<file path="src/rtl/sram_adapter_pkg.sv">
// Shared types and constants for the SRAM request adapter.
package sram_adapter_pkg;

  typedef enum logic [1:0] {IDLE, ACCESS, WAIT, RESP} state_e;

  localparam int WORD_BYTES = 4;

  // Width of the byte-address bits above the word index that select the window.
  function automatic int tag_width(input int addr_width);
    return 32 - addr_width - 2;
  endfunction

endpackage

</file>
<file path="src/rtl/sram_req_adapter_if.sv">
// Core request/response bus plus SRAM macro controls for the adapter.
// valid/ready: a beat transfers on a rising clock edge where valid and ready are both 1;
// the sender holds valid and payload stable until then, and ready never depends on valid.
interface sram_req_adapter_if #(
  parameter int ADDR_WIDTH = 13
);
  logic                  req_valid_i;
  logic                  req_ready_o;
  logic [31:0]           req_addr_i;
  logic                  req_we_i;
  logic [3:0]            req_be_i;
  logic [31:0]           req_wdata_i;
  logic                  rsp_valid_o;
  logic                  rsp_ready_i;
  logic [31:0]           rsp_rdata_o;
  logic                  rsp_err_o;
  logic                  sram_csb_o;
  logic                  sram_web_o;
  logic [3:0]            sram_wmask_o;
  logic [ADDR_WIDTH-1:0] sram_addr_o;
  logic [31:0]           sram_wdata_o;
  logic [31:0]           sram_rdata_i;

  modport slave (
    input  req_valid_i, req_addr_i, req_we_i, req_be_i, req_wdata_i, rsp_ready_i, sram_rdata_i,
    output req_ready_o, rsp_valid_o, rsp_rdata_o, rsp_err_o,
    output sram_csb_o, sram_web_o, sram_wmask_o, sram_addr_o, sram_wdata_o
  );

  modport master (
    output req_valid_i, req_addr_i, req_we_i, req_be_i, req_wdata_i, rsp_ready_i, sram_rdata_i,
    input  req_ready_o, rsp_valid_o, rsp_rdata_o, rsp_err_o,
    input  sram_csb_o, sram_web_o, sram_wmask_o, sram_addr_o, sram_wdata_o
  );

endinterface

</file>
<file path="src/rtl/sram_req_adapter.sv">
// Single-outstanding load/store front-end for a single-port SRAM macro with a
// fixed read latency; out-of-window accesses are answered with an error only.
module sram_req_adapter
  import sram_adapter_pkg::*;
#(
  parameter logic [31:0] BASE_ADDR  = 32'h0000_0000,
  parameter int          ADDR_WIDTH = 13,
  parameter int          READ_LAT   = 1
) (
  input  logic                clk_i,
  input  logic                rst_i,
  sram_req_adapter_if.slave   bus,
  output state_e              state_o
);

  localparam int          TAG_W    = tag_width(ADDR_WIDTH);
  localparam logic [2:0]  LAT_INIT = 3'(READ_LAT - 1);

  state_e                state_q;
  logic                  req_ready_q;
  logic                  rsp_valid_q;
  logic [31:0]           rsp_rdata_q;
  logic                  rsp_err_q;
  logic                  csb_q;
  logic                  web_q;
  logic                  we_q;
  logic [3:0]            wmask_q;
  logic [ADDR_WIDTH-1:0] addr_q;
  logic [31:0]           wdata_q;
  logic [2:0]            cnt_q;

  logic                  in_range;
  logic                  unused_addr_lsb;

  assign in_range        = (bus.req_addr_i[31:32-TAG_W] == BASE_ADDR[31:32-TAG_W]);
  assign unused_addr_lsb = ^bus.req_addr_i[1:0];

  always_ff @(posedge clk_i or posedge rst_i) begin
    if (rst_i) begin
      state_q     <= IDLE;
      req_ready_q <= 1'b1;
      rsp_valid_q <= 1'b0;
      rsp_rdata_q <= 32'h0;
      rsp_err_q   <= 1'b0;
      csb_q       <= 1'b1;
      web_q       <= 1'b1;
      we_q        <= 1'b0;
      wmask_q     <= 4'h0;
      addr_q      <= '0;
      wdata_q     <= 32'h0;
      cnt_q       <= 3'd0;
    end else begin
      case (state_q)
        IDLE: begin
          if (bus.req_valid_i && req_ready_q) begin
            req_ready_q <= 1'b0;
            if (in_range) begin
              state_q <= ACCESS;
              csb_q   <= 1'b0;
              web_q   <= ~bus.req_we_i;
              we_q    <= bus.req_we_i;
              wmask_q <= bus.req_we_i ? bus.req_be_i : 4'h0;
              addr_q  <= bus.req_addr_i[ADDR_WIDTH+1:2];
              wdata_q <= bus.req_wdata_i;
            end else begin
              // The SRAM is never touched for a miss; answer straight away.
              state_q     <= RESP;
              rsp_valid_q <= 1'b1;
              rsp_err_q   <= 1'b1;
              rsp_rdata_q <= 32'h0;
            end
          end
        end
        ACCESS: begin
          csb_q <= 1'b1;
          web_q <= 1'b1;
          if (we_q) begin
            state_q     <= RESP;
            rsp_valid_q <= 1'b1;
            rsp_err_q   <= 1'b0;
            rsp_rdata_q <= 32'h0;
          end else begin
            state_q <= WAIT;
            cnt_q   <= LAT_INIT;
          end
        end
        WAIT: begin
          if (cnt_q == 3'd0) begin
            state_q     <= RESP;
            rsp_valid_q <= 1'b1;
            rsp_err_q   <= 1'b0;
            rsp_rdata_q <= bus.sram_rdata_i;
          end else begin
            cnt_q <= cnt_q - 3'd1;
          end
        end
        RESP: begin
          if (bus.rsp_ready_i) begin
            state_q     <= IDLE;
            rsp_valid_q <= 1'b0;
            req_ready_q <= 1'b1;
          end
        end
        default: state_q <= IDLE;
      endcase
    end
  end

  assign bus.req_ready_o  = req_ready_q;
  assign bus.rsp_valid_o  = rsp_valid_q;
  assign bus.rsp_rdata_o  = rsp_rdata_q;
  assign bus.rsp_err_o    = rsp_err_q;
  assign bus.sram_csb_o   = csb_q;
  assign bus.sram_web_o   = web_q;
  assign bus.sram_wmask_o = wmask_q;
  assign bus.sram_addr_o  = addr_q;
  assign bus.sram_wdata_o = wdata_q;
  assign state_o          = state_q;

endmodule

</file>
<file path="src/flat_wrapper.sv">
// flat-port wrapper written by rule: the top's interface ports become plain ports
module sram_req_adapter_flat import sram_adapter_pkg::*;
#(
  parameter logic [31:0] BASE_ADDR  = 32'h0000_0000,
  parameter int          ADDR_WIDTH = 13,
  parameter int          READ_LAT   = 1
)
  (clk_i, rst_i, state_o, bus_req_valid_i, bus_req_addr_i, bus_req_we_i, bus_req_be_i, bus_req_wdata_i, bus_rsp_ready_i, bus_sram_rdata_i, bus_req_ready_o, bus_rsp_valid_o, bus_rsp_rdata_o, bus_rsp_err_o, bus_sram_csb_o, bus_sram_web_o, bus_sram_wmask_o, bus_sram_addr_o, bus_sram_wdata_o);
  sram_req_adapter_if #(.ADDR_WIDTH(ADDR_WIDTH)) bus_i ();
  input  logic clk_i;
  input  logic rst_i;
  output state_e state_o;
  input wire logic [$bits(bus_i.req_valid_i)-1:0] bus_req_valid_i;
  input wire logic [$bits(bus_i.req_addr_i)-1:0] bus_req_addr_i;
  input wire logic [$bits(bus_i.req_we_i)-1:0] bus_req_we_i;
  input wire logic [$bits(bus_i.req_be_i)-1:0] bus_req_be_i;
  input wire logic [$bits(bus_i.req_wdata_i)-1:0] bus_req_wdata_i;
  input wire logic [$bits(bus_i.rsp_ready_i)-1:0] bus_rsp_ready_i;
  input wire logic [$bits(bus_i.sram_rdata_i)-1:0] bus_sram_rdata_i;
  output wire logic [$bits(bus_i.req_ready_o)-1:0] bus_req_ready_o;
  output wire logic [$bits(bus_i.rsp_valid_o)-1:0] bus_rsp_valid_o;
  output wire logic [$bits(bus_i.rsp_rdata_o)-1:0] bus_rsp_rdata_o;
  output wire logic [$bits(bus_i.rsp_err_o)-1:0] bus_rsp_err_o;
  output wire logic [$bits(bus_i.sram_csb_o)-1:0] bus_sram_csb_o;
  output wire logic [$bits(bus_i.sram_web_o)-1:0] bus_sram_web_o;
  output wire logic [$bits(bus_i.sram_wmask_o)-1:0] bus_sram_wmask_o;
  output wire logic [$bits(bus_i.sram_addr_o)-1:0] bus_sram_addr_o;
  output wire logic [$bits(bus_i.sram_wdata_o)-1:0] bus_sram_wdata_o;
  assign bus_i.req_valid_i = bus_req_valid_i;
  assign bus_i.req_addr_i = bus_req_addr_i;
  assign bus_i.req_we_i = bus_req_we_i;
  assign bus_i.req_be_i = bus_req_be_i;
  assign bus_i.req_wdata_i = bus_req_wdata_i;
  assign bus_i.rsp_ready_i = bus_rsp_ready_i;
  assign bus_i.sram_rdata_i = bus_sram_rdata_i;
  assign bus_req_ready_o = bus_i.req_ready_o;
  assign bus_rsp_valid_o = bus_i.rsp_valid_o;
  assign bus_rsp_rdata_o = bus_i.rsp_rdata_o;
  assign bus_rsp_err_o = bus_i.rsp_err_o;
  assign bus_sram_csb_o = bus_i.sram_csb_o;
  assign bus_sram_web_o = bus_i.sram_web_o;
  assign bus_sram_wmask_o = bus_i.sram_wmask_o;
  assign bus_sram_addr_o = bus_i.sram_addr_o;
  assign bus_sram_wdata_o = bus_i.sram_wdata_o;
  sram_req_adapter #(.BASE_ADDR(BASE_ADDR), .ADDR_WIDTH(ADDR_WIDTH), .READ_LAT(READ_LAT)) u_core (.clk_i(clk_i), .rst_i(rst_i), .bus(bus_i), .state_o(state_o));
endmodule
</file>
<file path="config.mk">
export PLATFORM = sky130hd
export DESIGN_NAME = sram_req_adapter_flat
export DESIGN_NICKNAME = d
export VERILOG_FILES = /design/src/rtl/sram_adapter_pkg.sv /design/src/rtl/sram_req_adapter_if.sv /design/src/rtl/sram_req_adapter.sv /design/src/flat_wrapper.sv
export SDC_FILE = /design/constraint.sdc
export NUM_CORES = 1
export LEC_CHECK = 0
export CAP_MARGIN = 20
export CORE_ASPECT_RATIO = 1.2
export CORE_MARGIN = 3
export CORE_UTILIZATION = 41
export DETAILED_ROUTE_END_ITERATION = 10
export PLACE_DENSITY = 0.8
export SLEW_MARGIN = 25
export SYNTH_ARGS = -nofsm -noshare
export SYNTH_HDL_FRONTEND = slang
export SYNTH_SLANG_ARGS = --single-unit
export TNS_END_PERCENT = 30
</file>
<file path="constraint.sdc">
create_clock -name clk_i -period 3 [get_ports clk_i]
set_clock_uncertainty 0.05 [all_clocks]
set_input_delay 0.3 -clock clk_i [delete_from_list [all_inputs] [get_ports clk_i]]
set_output_delay 0.3 -clock clk_i [all_outputs]
set_load 0.05 [all_outputs]
</file>
==> metrics.csv, run 1 <==
metric;value;unit
die height;115;um
Final period util;0.817;
post-route ant nets;0;
hold-fix buffers at CTS;0;
I/O Pins;193;
Slew Limit Fails;0;
final worst path period need;2.45;ns
crit-path max FO;33;
synthesized instance count;320;
combinational share of power;0.448;
Rows;39;
Sw Share;0.397;
# diodes;0;
Power per Cell Area;823;mW/mm^2
CTS root buf;clkbuf_16;
htree depth;3;
drt drc;0;
initial drt markers;79;
Post-CTS Resized;0;
syn avg cell area;12.8;um^2
clk slew on worst S/H paths;0.06;ns
layout cells sized above 1;0.143;
WS Path Type;flip-flop to flip-flop;
vias in the first global route;3226;
cell internal pwr;3.20;mW
Mapped Area;0.00408;mm^2
DIE AREA;0.0112;mm^2
DR vias/cell;4.75;
drt pass-1 iters;4;
Layout fillers;718;
multi-input gate area in the final layout;0.00149;mm^2
Die W;97.1;um
switching pwr;2.11;mW
IO buf count;190;
final hold violation count;0;
first-pass GRT wire length;15800;um
Seq/Total Area, Yosys;0.565;
slowest CP cell;dfrtp_1;
outcome;finished, final reports clean;
Initial Util;0.425;
Syn-to-layout area delta;58.1;%
initial antenna violation count;0;
pin count of the biggest net entering global routing;93;
Pwr Total;5.31;mW
Synth cell types;34;
Least-Margin Pin Slew;0.595;ns
commonest non-fill, non-tap cell in the layout;clkdlybuf4s50_1;
total CTS buffers;9;
Worst slew margin;0.603;
crit-path cells;inv_1 -> ha_1 -> a21boi_0 -> a221oi_1 -> o211a_2 -> buf_12 -> mux2i_1;
leak pwr;2.98;nW
# Post-CTS Setup Buffers;0;
CP arrival;2.65;ns
Max Clock Freq;408;MHz
count of state elements after synthesis;92;
Synthesized Nets;432;
sequential share of power;0.309;
Layout Nets;625;
worst path required time;3.20;ns
final WL;9750;um
register area;0.00231;mm^2
max_cap viols;0;
Longest Clk Path Bufs;2;
critical path endpoint category;flip-flop;
Max rail drop VDD;0.000723;V
Final setup viols;0;
TritonCTS clock tree;done;
Overflow after GRT;0;
type of the worst min-delay path;input port to asynchronous set/reset pin;
core area;0.00961;mm^2
Via Count;3044;
gpl congestion;0.746;
Post-DP HPWL;7100;um
gr usage total;0.175;
final setup TNS;0;ns
CTS sink cnt;92;
Routed WL per cell;15.2;um
Syn. warnings;0;
worst skew pair latency;0.33;ns
CP startpoint kind;flip-flop;
clock share of power;0.244;
RSZ-0062 raised after global routing;no;
Max stage delay on crit path;0.50;ns
commonest non-fill, non-tap cells in the layout;clkdlybuf4s50_1 (190), dfrtp_1 (89), inv_1 (47), nand2_1 (41), mux2i_1 (39);
## flip-flops by register name (all words and copies together), names as in the netlist
register                 flops
u_core.bus.req_ready_o       1
u_core.bus.rsp_err_o         1
u_core.bus.rsp_rdata_o      32
u_core.bus.rsp_valid_o       1
u_core.bus.sram_addr_o      13
u_core.bus.sram_csb_o        1
u_core.bus.sram_wdata_o     32
u_core.bus.sram_web_o        1
u_core.bus.sram_wmask_o      4
u_core.cnt_q                 3
u_core.state_o               2
u_core.we_q                  1
## power groups by stage
stage	clock [mW]	sequential [mW]	combinational, mW
after floorplan	0	2.48	0.778
after global placement	0	1.65	2.36
after detailed placement	0	1.65	2.39
after CTS	1.32	1.64	2.41
after global routing	1.37	1.67	2.52
final	1.29	1.64	2.38
## critical path: cells and delay by family, from the launching register on
kind,cells,cell delay [ns]
AOI/OAI and AO/OA,3,0.92
DFF,1,0.50
muxes,1,0.22
buffers and inverters,2,0.34
adders and majority gates,1,0.32
## cell usage after synthesis
library cell / n / area, um^2
o31a_1: 1 / 8.76
nand4b_2: 1 / 15.0
mux2_4: 25 / 375
nand4_1: 1 / 6.26
buf_2: 1 / 5.00
ha_1: 7 / 87.6
o221ai_1: 1 / 8.76
o31ai_1: 1 / 7.51
nand2_1: 41 / 154
a31oi_1: 2 / 12.5
o211a_1: 1 / 10.0
nor3_4: 1 / 16.3
nor2b_1: 1 / 6.26
o22a_1: 1 / 8.76
o211ai_1: 1 / 7.51
o22ai_1: 2 / 12.5
a22o_1: 2 / 17.5
or3_2: 1 / 7.51
nand2b_1: 1 / 6.26
dfrtp_1: 89 / 2230
o2bb2ai_1: 1 / 8.76
clkbuf_1: 4 / 15.0
nor4_1: 4 / 25.0
buf_6: 8 / 90.1
o32ai_1: 1 / 8.76
a221oi_1: 2 / 17.5
mux2i_1: 39 / 390
inv_1: 48 / 180
dfstp_2: 3 / 78.8
nor2_1: 3 / 11.3
mux2_2: 20 / 225
o21ai_0: 4 / 20.0
a21oi_1: 1 / 5.00
a21boi_0: 1 / 7.51
## metal layers
layer	routed length (um)	vias up	GRT usage
met2	5010	120	0.298
met3	679	8	0.0498
met5	0	-	0
met4	70	0	0.0506
li1	-	1445	-
met1	3990	1471	0.219
## final cells by class
cell class | instances | area share
clock inverters | 6 | 0.0172
flip-flops and latches | 92 | 0.357
clock buffers | 10 | 0.0370
inverters | 48 | 0.0281
multi-input cells | 167 | 0.230
well taps | 123 | 0.0238
repair buffers | 195 | 0.306
## cells by family after synthesis
logic type,count (synthesis),synth area share
mux,84,0.243
compound gates,22,0.0395
fa+ha+maj,7,0.0214
buf+inv,61,0.0711
flops,92,0.565
simple gates,54,0.0607
## stage by stage
step / util / area [um^2] / hold WS (ns) / instances / worst slack (ns)
finish: 0.672 / 6460 / 0.358 / 641 / 0.548
floorplan: - / 4080 / 0.388 / 320 / 0.263
CTS: 0.672 / 6460 / 0.378 / 641 / 0.572
global placement: 0.635 / 6110 / 0.433 / 625 / 0.497
global route: 0.672 / 6460 / 0.405 / 641 / 0.390
detailed placement: 0.635 / 6110 / 0.442 / 625 / 0.428
## final timing paths
| path | from | endpoint | slack [ns] | depth (start not counted) |
|---|---|---|---|---|
| worst max-delay path | u_core.state_o[0] | u_core.bus.rsp_rdata_o[17] | 0.55 | 7 |
| worst min-delay path | rst_i | u_core.bus.rsp_rdata_o[18] | 0.36 | 3 |
| worst max register to register | u_core.state_o[0] | u_core.bus.rsp_rdata_o[17] | 0.55 | 7 |
| worst min register to register | u_core.bus.sram_wdata_o[29] | u_core.bus.sram_wdata_o[29] | 0.45 | 1 |
| max in group asynchronous | rst_i | u_core.bus.sram_csb_o | 2.14 | 3 |
| min in group clk_i | u_core.bus.sram_wdata_o[29] | u_core.bus.sram_wdata_o[29] | 0.45 | 1 |
(Power assumes the default switching activity.)
==> run 2, diff against run 1 <==
==> constraint.sdc (replaced) <==
create_clock -name clk_i -period 2.5 [get_ports clk_i]
set_clock_uncertainty 0.05 [all_clocks]
set_input_delay 0.25 -clock clk_i [delete_from_list [all_inputs] [get_ports clk_i]]
set_output_delay 0.25 -clock clk_i [all_outputs]
set_load 0.05 [all_outputs]
==> metrics.csv, run 2 (synthesis results as in run 1) <==
metric;value;unit;change
commonest non-fill, non-tap cell in the layout;clkdlybuf4s50_1;;unchanged
first-pass GRT wire length;16900;um;was 15800 um
WS Path Type;flip-flop to flip-flop;;unchanged
max_cap viols;0;;unchanged
vias in the first global route;3239;;was 3226
type of the worst min-delay path;input port to asynchronous set/reset pin;;unchanged
post-route ant nets;0;;unchanged
Rows;39;;unchanged
layout cells sized above 1;0.149;;was 0.143
RSZ-0062 raised after global routing;no;;unchanged
clk slew on worst S/H paths;0.07;ns;was 0.06 ns
die height;115;um;unchanged
Die W;97.1;um;unchanged
I/O Pins;193;;unchanged
Post-DP HPWL;8050;um;was 7100 um
routing usage on met3;0.0607;;was 0.0498
dpl cells;630;;was 625
final cell count without fillers;646;;was 641
Least-Margin Pin Slew;0.652;ns;was 0.595 ns
Worst slew margin;0.565;;was 0.603
final worst path period need;2.32;ns;was 2.45 ns
final hold violation count;0;;unchanged
GRT Max-Usage Layer;met2;;unchanged
IO buf count;190;;unchanged
Max rail drop VDD;0.000855;V;was 0.000723 V
hold-fix buffers at CTS;0;;unchanged
CTS sink cnt;92;;unchanged
CP startpoint kind;flip-flop;;unchanged
Max Clock Freq;431;MHz;was 408 MHz
final WL;10500;um;was 9750 um
Layout Nets;630;;was 625
worst skew pair latency;0.33;ns;about the same
drt drc;0;;unchanged
Final period util;0.927;;was 0.817
met2 Use GR;0.331;;was 0.298
CP arrival;2.49;ns;was 2.65 ns
Routed WL per cell;16.2;um;was 15.2 um
Layout fillers;740;;was 718
gr usage total;0.191;;was 0.175
Longest Clk Path Bufs;2;;unchanged
crit-path max FO;26;;was 33
final setup TNS;0;ns;unchanged
gpl congestion;0.794;;was 0.746
Via Count;3038;;was 3044
worst path required time;2.67;ns;was 3.20 ns
core area;0.00961;mm^2;unchanged
outcome;finished, final reports clean;;unchanged
total CTS buffers;9;;unchanged
Overflow after GRT;0;;unchanged
CTS root buf;clkbuf_16;;unchanged
initial antenna violation count;0;;unchanged
Initial Util;0.425;;unchanged
htree depth;3;;unchanged
DR vias/cell;4.70;;was 4.75
# diodes;0;;unchanged
Slew Limit Fails;0;;unchanged
Post-CTS Resized;0;;unchanged
GR Layer Usage met1;0.231;;was 0.219
# Post-CTS Setup Buffers;0;;unchanged
leak pwr;2.97;nW;was 2.98 nW
Hold WS;0.371;ns;was 0.358 ns
TritonCTS clock tree;done;;unchanged
pin count of the biggest net entering global routing;52;;was 93
initial drt markers;78;;was 79
critical path endpoint category;flip-flop;;unchanged
drt pass-1 iters;4;;unchanged
Final setup viols;0;;unchanged
Syn-to-layout area delta;57.7;%;was 58.1%
Power per Cell Area;960;mW/mm^2;was 823 mW/mm^2
DIE AREA;0.0112;mm^2;unchanged
commonest non-fill, non-tap cells in the layout;clkdlybuf4s50_1 (190), dfrtp_1 (89), inv_1 (47), nand2_1 (41), mux2i_1 (39);;unchanged
==> run 2: changes by cell type in the layout (fill, tap and decap cells not counted) <==
cell	before	now
a221oi_1	2	1
a221oi_2	0	1
buf_12	3	2
buf_4	2	7
buf_6	0	1
bufinv_16	3	1
clkbuf_1	0	2
==> run 2: worst paths after layout <==
| path | to | cells after the start | slack (ns) | startpoint |
|---|---|---|---|---|
| min | u_core.bus.sram_addr_o[12] | 3 | 0.37 | rst_i |
| min reg2reg | u_core.bus.rsp_valid_o | 1 | 0.45 | u_core.bus.rsp_valid_o |
| max reg2reg | u_core.bus.sram_wdata_o[30] | 6 | 0.18 | u_core.state_o[1] |
| max in group asynchronous | u_core.bus.sram_wmask_o[2] | 3 | 1.52 | rst_i |
| min in group clk_i | u_core.bus.rsp_rdata_o[3] | 3 | 0.42 | bus_sram_rdata_i[3] |
| max | u_core.bus.sram_wdata_o[30] | 6 | 0.18 | u_core.state_o[1] |
==> run 2: worst max-delay path: stages, from the launching register on <==
cell and delay [ns]:
dfrtp_1 0.44, inv_1 0.13, ha_1 0.37, nand4b_2 0.24, nor3_4 0.37, buf_12 0.24, mux2_2 0.36
==> run 2: per-stage QoR <==
| stage | setup WS (ns) | util | cell area (um^2) | total power [mW] |
|---|---|---|---|---|
| after global routing | 0.0395 | 0.670 | 6440 | 6.51 |
| after CTS | 0.0534 | 0.669 | 6430 | 6.25 |
| final | 0.182 | 0.670 | 6440 | 6.18 |
| after floorplan | 0.0723 | - | 4090 | 3.90 |
| after detailed placement | 0.0667 | 0.638 | 6130 | 4.87 |
| after global placement | 0.129 | 0.638 | 6130 | 4.80 |
==> run 2: metal layers <==
metal / share of wire / vias up
met5: 0 / -
met4: 0.0096 / 0
met2: 0.50 / 139
li1: - / 1450
met3: 0.091 / 8
met1: 0.40 / 1441
==> run 2: report_power, final <==
group	switching [mW]	internal (mW)	total [mW]
Sequential	0.171	1.78	1.95
Clock	0.545	0.801	1.35
Combinational	1.83	1.06	2.89
Total	2.54	3.64	6.18
==> run 2: layout make-up <==
cell class              instances  area [um^2]  area share
repair buffers                200         2010       0.312
multi-input cells             167         1490       0.232
flip-flops and latches         92         2310       0.358
clock buffers                  12          246      0.0383
clock inverters                 4         48.8     0.00758
inverters                      48          184      0.0286
well taps                     123          154      0.0239
